[config.mk]
export PLATFORM = sky130hd
export DESIGN_NAME = lcd_bus_controller
export DESIGN_NICKNAME = d
export VERILOG_FILES = /design/src/rtl/lcd_bus_controller.sv
export SDC_FILE = /design/constraint.sdc
export NUM_CORES = 1
export LEC_CHECK = 0
export ABC_AREA = 1
export CORE_MARGIN = 2
export CORE_UTILIZATION = 54
export CTS_BUF_LIST = sky130_fd_sc_hd__clkbuf_16
export DETAILED_ROUTE_END_ITERATION = 16
export GPL_TIMING_DRIVEN = 1
export PLACE_DENSITY_LB_ADDON = 0.08
export SETUP_SLACK_MARGIN = 0.2
export SYNTH_ARGS = -nofsm -noshare
export SYNTH_HDL_FRONTEND = slang
export SYNTH_SLANG_ARGS = --single-unit
export TNS_END_PERCENT = 5
[constraint.sdc]
create_clock -name iCLK -period 1.6 [get_ports iCLK]
set_clock_uncertainty 0.1 [all_clocks]
set_input_delay 0.24 -clock iCLK [delete_from_list [all_inputs] [get_ports iCLK]]
set_output_delay 0.24 -clock iCLK [all_outputs]
set_load 0.05 [all_outputs]
[src/rtl/lcd_bus_controller.sv]
// HD44780-style write-only bus sequencer: setup, enable strobe, hold, then execution wait.
// Latency: oDone at t0 + nibbles*(SETUP+EN_HIGH+HOLD) + wait + 1, where t0 is the accept cycle.
// Backpressure: start edges are accepted only in IDLE; edges seen while busy are dropped.
module lcd_bus_controller #(
  parameter int BUS_4BIT      = 0,
  parameter int SETUP_CYC     = 2,
  parameter int EN_HIGH_CYC   = 16,
  parameter int HOLD_CYC      = 2,
  parameter int EXEC_CYC      = 2000,
  parameter int LONG_EXEC_CYC = 82000
) (
  input  logic                                 iCLK,
  input  logic                                 iRST,
  input  logic                                 iStart,
  input  logic                                 iRS,
  input  logic [7:0]                           iDATA,
  output logic                                 oBusy,
  output logic                                 oDone,
  output logic                                 LCD_EN,
  output logic                                 LCD_RS,
  output logic                                 LCD_RW,
  output logic [(BUS_4BIT != 0 ? 4 : 8)-1:0]   LCD_DATA
);

  function automatic int max2(input int a, input int b);
    return (a > b) ? a : b;
  endfunction

  localparam int MAXP = max2(max2(max2(SETUP_CYC, EN_HIGH_CYC), max2(HOLD_CYC, EXEC_CYC)),
                             LONG_EXEC_CYC);
  localparam int CW   = $clog2(MAXP + 1);

  // Each phase loads (length - 1) on entry and leaves when the counter reaches zero.
  localparam logic [CW-1:0] SETUP_LD = CW'(SETUP_CYC - 1);
  localparam logic [CW-1:0] EN_LD    = CW'(EN_HIGH_CYC - 1);
  localparam logic [CW-1:0] HOLD_LD  = CW'(HOLD_CYC - 1);
  localparam logic [CW-1:0] EXEC_LD  = CW'(EXEC_CYC - 1);
  localparam logic [CW-1:0] LONG_LD  = CW'(LONG_EXEC_CYC - 1);

  typedef enum logic [2:0] {IDLE, SETUP, PULSE, HOLD, EXEC, DONE} state_t;

  state_t        state, state_nxt;
  logic [CW-1:0] cnt, cnt_nxt;
  logic          nib, nib_nxt;      // 1 while sending the low nibble on a 4-bit bus
  logic          start_q;
  logic          rs_q;
  logic [7:0]    dat_q;
  logic          start_edge;
  logic          accept;
  logic          long_wait;
  logic          drive;

  assign start_edge = iStart & ~start_q;

  // Clear-display (0x01) and return-home (0x02/0x03) commands need the long execution wait.
  assign long_wait = ~rs_q & ((dat_q[7:1] == 7'b0000_001) | (dat_q == 8'h01));

  // State, counter, nibble flag, start history and transfer latches.
  always_ff @(posedge iCLK) begin
    if (iRST) begin
      state   <= IDLE;
      cnt     <= '0;
      nib     <= 1'b0;
      start_q <= 1'b0;
      rs_q    <= 1'b0;
      dat_q   <= 8'h00;
    end else begin
      state   <= state_nxt;
      cnt     <= cnt_nxt;
      nib     <= nib_nxt;
      start_q <= iStart;
      if (accept) begin
        rs_q  <= iRS;
        dat_q <= iDATA;
      end
    end
  end

  // Next-state and counter reload; every transition reloads the counter for the new phase.
  always_comb begin
    state_nxt = state;
    cnt_nxt   = cnt;
    nib_nxt   = nib;
    accept    = 1'b0;
    case (state)
      IDLE: begin
        if (start_edge) begin
          state_nxt = SETUP;
          cnt_nxt   = SETUP_LD;
          nib_nxt   = 1'b0;
          accept    = 1'b1;
        end
      end
      SETUP: begin
        if (cnt == '0) begin
          state_nxt = PULSE;
          cnt_nxt   = EN_LD;
        end else begin
          cnt_nxt = cnt - CW'(1);
        end
      end
      PULSE: begin
        if (cnt == '0) begin
          state_nxt = HOLD;
          cnt_nxt   = HOLD_LD;
        end else begin
          cnt_nxt = cnt - CW'(1);
        end
      end
      HOLD: begin
        if (cnt == '0) begin
          if ((BUS_4BIT != 0) && !nib) begin
            state_nxt = SETUP;
            cnt_nxt   = SETUP_LD;
            nib_nxt   = 1'b1;
          end else begin
            state_nxt = EXEC;
            cnt_nxt   = long_wait ? LONG_LD : EXEC_LD;
          end
        end else begin
          cnt_nxt = cnt - CW'(1);
        end
      end
      EXEC: begin
        if (cnt == '0) begin
          state_nxt = DONE;
          cnt_nxt   = '0;
        end else begin
          cnt_nxt = cnt - CW'(1);
        end
      end
      DONE: begin
        state_nxt = IDLE;
        cnt_nxt   = '0;
      end
      default: begin
        state_nxt = IDLE;
        cnt_nxt   = '0;
      end
    endcase
  end

  // Moore outputs decoded from state so reset forces them low on the same edge.
  always_comb begin
    drive  = (state == SETUP) | (state == PULSE) | (state == HOLD);
    oBusy  = (state != IDLE);
    oDone  = (state == DONE);
    LCD_EN = (state == PULSE);
    LCD_RS = drive & rs_q;
    LCD_RW = 1'b0;
  end

  if (BUS_4BIT != 0) begin : g_bus4
    assign LCD_DATA = drive ? (nib ? dat_q[3:0] : dat_q[7:4]) : 4'h0;
  end else begin : g_bus8
    assign LCD_DATA = drive ? dat_q : 8'h00;
  end

endmodule

==> summary.txt <==
Detailed routing
  • Detailed Route Iter0 Violations: between 100 and 150
  • Wire per inst: 13.59 um
  • Final wirelength: ~4600 um
  • Vias/cell: roughly 5.2
  • Number of remaining DRC errors: 0
  • Via count: around 1800
  • Drt pass-1 iters: 7
  • Routed Antenna Nets: 0

Setup path
  • CP Launch Type: register
  • Worst setup path startpoint: cnt[8]
  • CP bufs+invs: 2
  • Worst setup EP type: register
  • R2R Path Start: cnt[8]
  • Reg-to-reg endpoint: cnt[14]
  • CP Data Arrival Time: roughly 1600 ps
  • CP max stage cell: dfxtp_1
  • CP required: about 1700 ps
  • Family with the most delay on the worst path: simple AND/OR/NAND/NOR gates
  • Levels on crit path: 10
  • FF-to-FF path depth: 10
  • Setup CP Type: register to register
  • CP max FO: 4
  • Largest stage delay on the critical path: between 300 and 400 ps
  • R2R Setup Slk: around 44 ps
  • Crit path capture: cnt[14]
  • Crit path cell chain: nor2_1, nand2_1, nor2_4, nand3_4, nand2_4, inv_2, nand3_2, nand3_2, nand2_1, inv_1

Clock tree
  • CTS Hold Bufs: 0
  • Clk Tree Root Cell: clkbuf_16
  • CTS H-tree lvls: 2
  • Clock Latency Late Sink: roughly 280 ps
  • Number of buffers created by CTS: 5
  • Clock-pin transition on the worst setup and hold timing paths: 50 ps
  • Clock Path Buffers: 2
  • CTS sink count: 30
  • CTS tree: yes

Logic synthesis
  • Number of synthesized register bits: 30
  • Largest area contributor in the netlist: dfxtp_1
  • Post-synthesis compound-gate area fraction: between 10 and 15%
  • Synth Area in XOR/XNOR: between 5 and 6%
  • Proportion of synthesized area in mux cells: 0%
  • Post-Synth Adder-Cell Area: less than 1%
  • Largest family of logic cells by synthesized area: simple AND/OR/NAND/NOR gates
  • Gate Count Post-Synth: ~250
  • Mapped cell area: roughly 0.0018 mm2
  • Sequential-to-total area share from yosys stat: about a third
  • Post-synth cell types: 30
  • Avg Cell Area, Syn: between 7 and 8 um2
  • Yosys warnings: 0
  • Synth top area share: about a third
  • Synth area leaders: dfxtp_1, nand2_1, inv_1
  • Simple-gate share of the synthesized area: roughly two fifths
  • Syn Nets: ~260

Timing
  • Final critical-path share of the clock period: 97.24%
  • Fin. max-slew vios: 0
  • Fin Setup TNS: 0 ps
  • Final setup viols: 0
  • Peak Freq: around 640 MHz
  • Final Hold Vio Count: 0
  • Worst hold slack: ~380 ps
  • Final min period: 1556 ps
  • RSZ-0062 raised after global routing: yes

GRT
  • Antenna violations before repair: 0
  • GRT Overall Usage: 26.59%
  • GRT busiest layer: met2
  • Vias in the first global route: between 1500 and 2000
  • First-pass GRT wire length: between 7000 and 8000 um
  • Largest net degree at the start of global routing: 17
  • Total global routing overflow: 0
  • Met2 Use GR: a little over two fifths
  • Met1 Track Usage GR: a little over a third
  • Met3 Usage GRT: between 5 and 6%

Hold path
  • Hold depth: 2
  • Hold Path Class: register to register

Floorplanning
  • Chip Width: around 60 um
  • CORE AREA: approximately 0.003 mm2
  • Full die area: 0.003740 mm2
  • Core Rows: 20
  • Die H: 61.16 um
  • Io pins: 25
  • Initial core utilization: 57.32%

Run
  • Max_cap viols: 0

Final layout
  • Area delta synth->final: 49.01%
  • Most frequent cells in the layout: nand2_1, inv_1, dfxtp_1
  • Most common cell after layout, fill and taps aside: nand2_1
  • Final Instance Area: 0.002629 mm2
  • ANT cells: 0
  • Layout cell share with drive strength beyond 1: a little over a third
  • Final #Nets: between 300 and 400

Placed design
  • I/O Buffers: 23
  • DP HPWL: ~3000 um
  • GP Congestion: roughly 0.85
  • Post-DP Area: about 0.0023 mm2

Status
  • Status: finished clean
-- synth_stat cells, drive strengths merged --
| cell | number |
|---|---|
| o211ai | 2 |
| nand2 | 56 |
| nor2 | 45 |
| nor3 | 9 |
| nand4 | 3 |
| xor2 | 12 |
| clkbuf | 1 |
| conb | 1 |
| inv | 35 |
| nand3 | 16 |
| o21a | 2 |
| nand3b | 1 |
| ha | 1 |
| o21ai | 14 |
| a21oi | 18 |
| or2 | 1 |
| dfxtp | 30 |
| buf | 4 |
-- area by class of cell --
type                            count  area [um2]
Clock buffer                        5       125.1
Fill cell                         182       449.2
Timing Repair Buffer               44       515.5
Sequential cell                    30       609.3
Multi-Input combinational cell    182        1180
Tap cell                           44       55.05
Inverter                           35       136.4
Clock inverter                      2       7.507
-- flip-flops by register name (all words and copies together), names as in the netlist --
name and cells:
cnt 17, dat_q 8, state 3, rs_q 1, start_q 1
-- worst min-delay path by stage --
stage | start | to | slack, ps
CTS | cnt[1] | cnt[1] | 380
global placement | cnt[1] | cnt[1] | 370
finish | cnt[1] | cnt[1] | 380
floorplan | iStart | start_q | 290
detailed placement | cnt[1] | cnt[1] | 380
global route | cnt[2] | cnt[2] | 410
-- worst register-to-register path, cell delays in order, from the launching register on --
cell	delay [ps]
dfxtp_1	350
nor2_1	170
nand2_1	110
nor2_4	170
nand3_4	140
nand2_4	120
inv_2	50
nand3_2	60
nand3_2	60
nand2_1	70
inv_1	40
-- repair_timing --
item	4_1_cts	5_1_grt
pin swaps	10	12
resized for setup	15	21
gates cloned	1	0
buffers inserted	2	4
endpoints found under the setup margin	41	41
-- routing by layer --
metal / part of all wire (%) / wire length (um)
met1: 45 / 2080
met2: 49 / 2261
met3: 4.5 / 211
met4: 2.0 / 95
met5: 0 / 0
-- cell families after synthesis --
| logic type | count (synthesis) |
|---|---|
| other cells | 1 |
| simple gates | 131 |
| flops | 30 |
| buf+inv | 40 |
| fa+ha+maj | 1 |
| xor+xnor | 12 |
| compound gates | 36 |
-- stage by stage --
step / instances / utilization, % / setup slack [ps]
finish: 342 / 85.41 / 44.14
global route: 342 / 85.41 / -32.72
CTS: 338 / 82.56 / 39.77
detailed placement: 328 / 75.94 / -115.2
global placement: 328 / 75.94 / -75.52
floorplan: 251 / - / 105.1
Power is not shown: default switching activity piles up to over one toggle a cycle in this logic, so the estimate is an artifact.
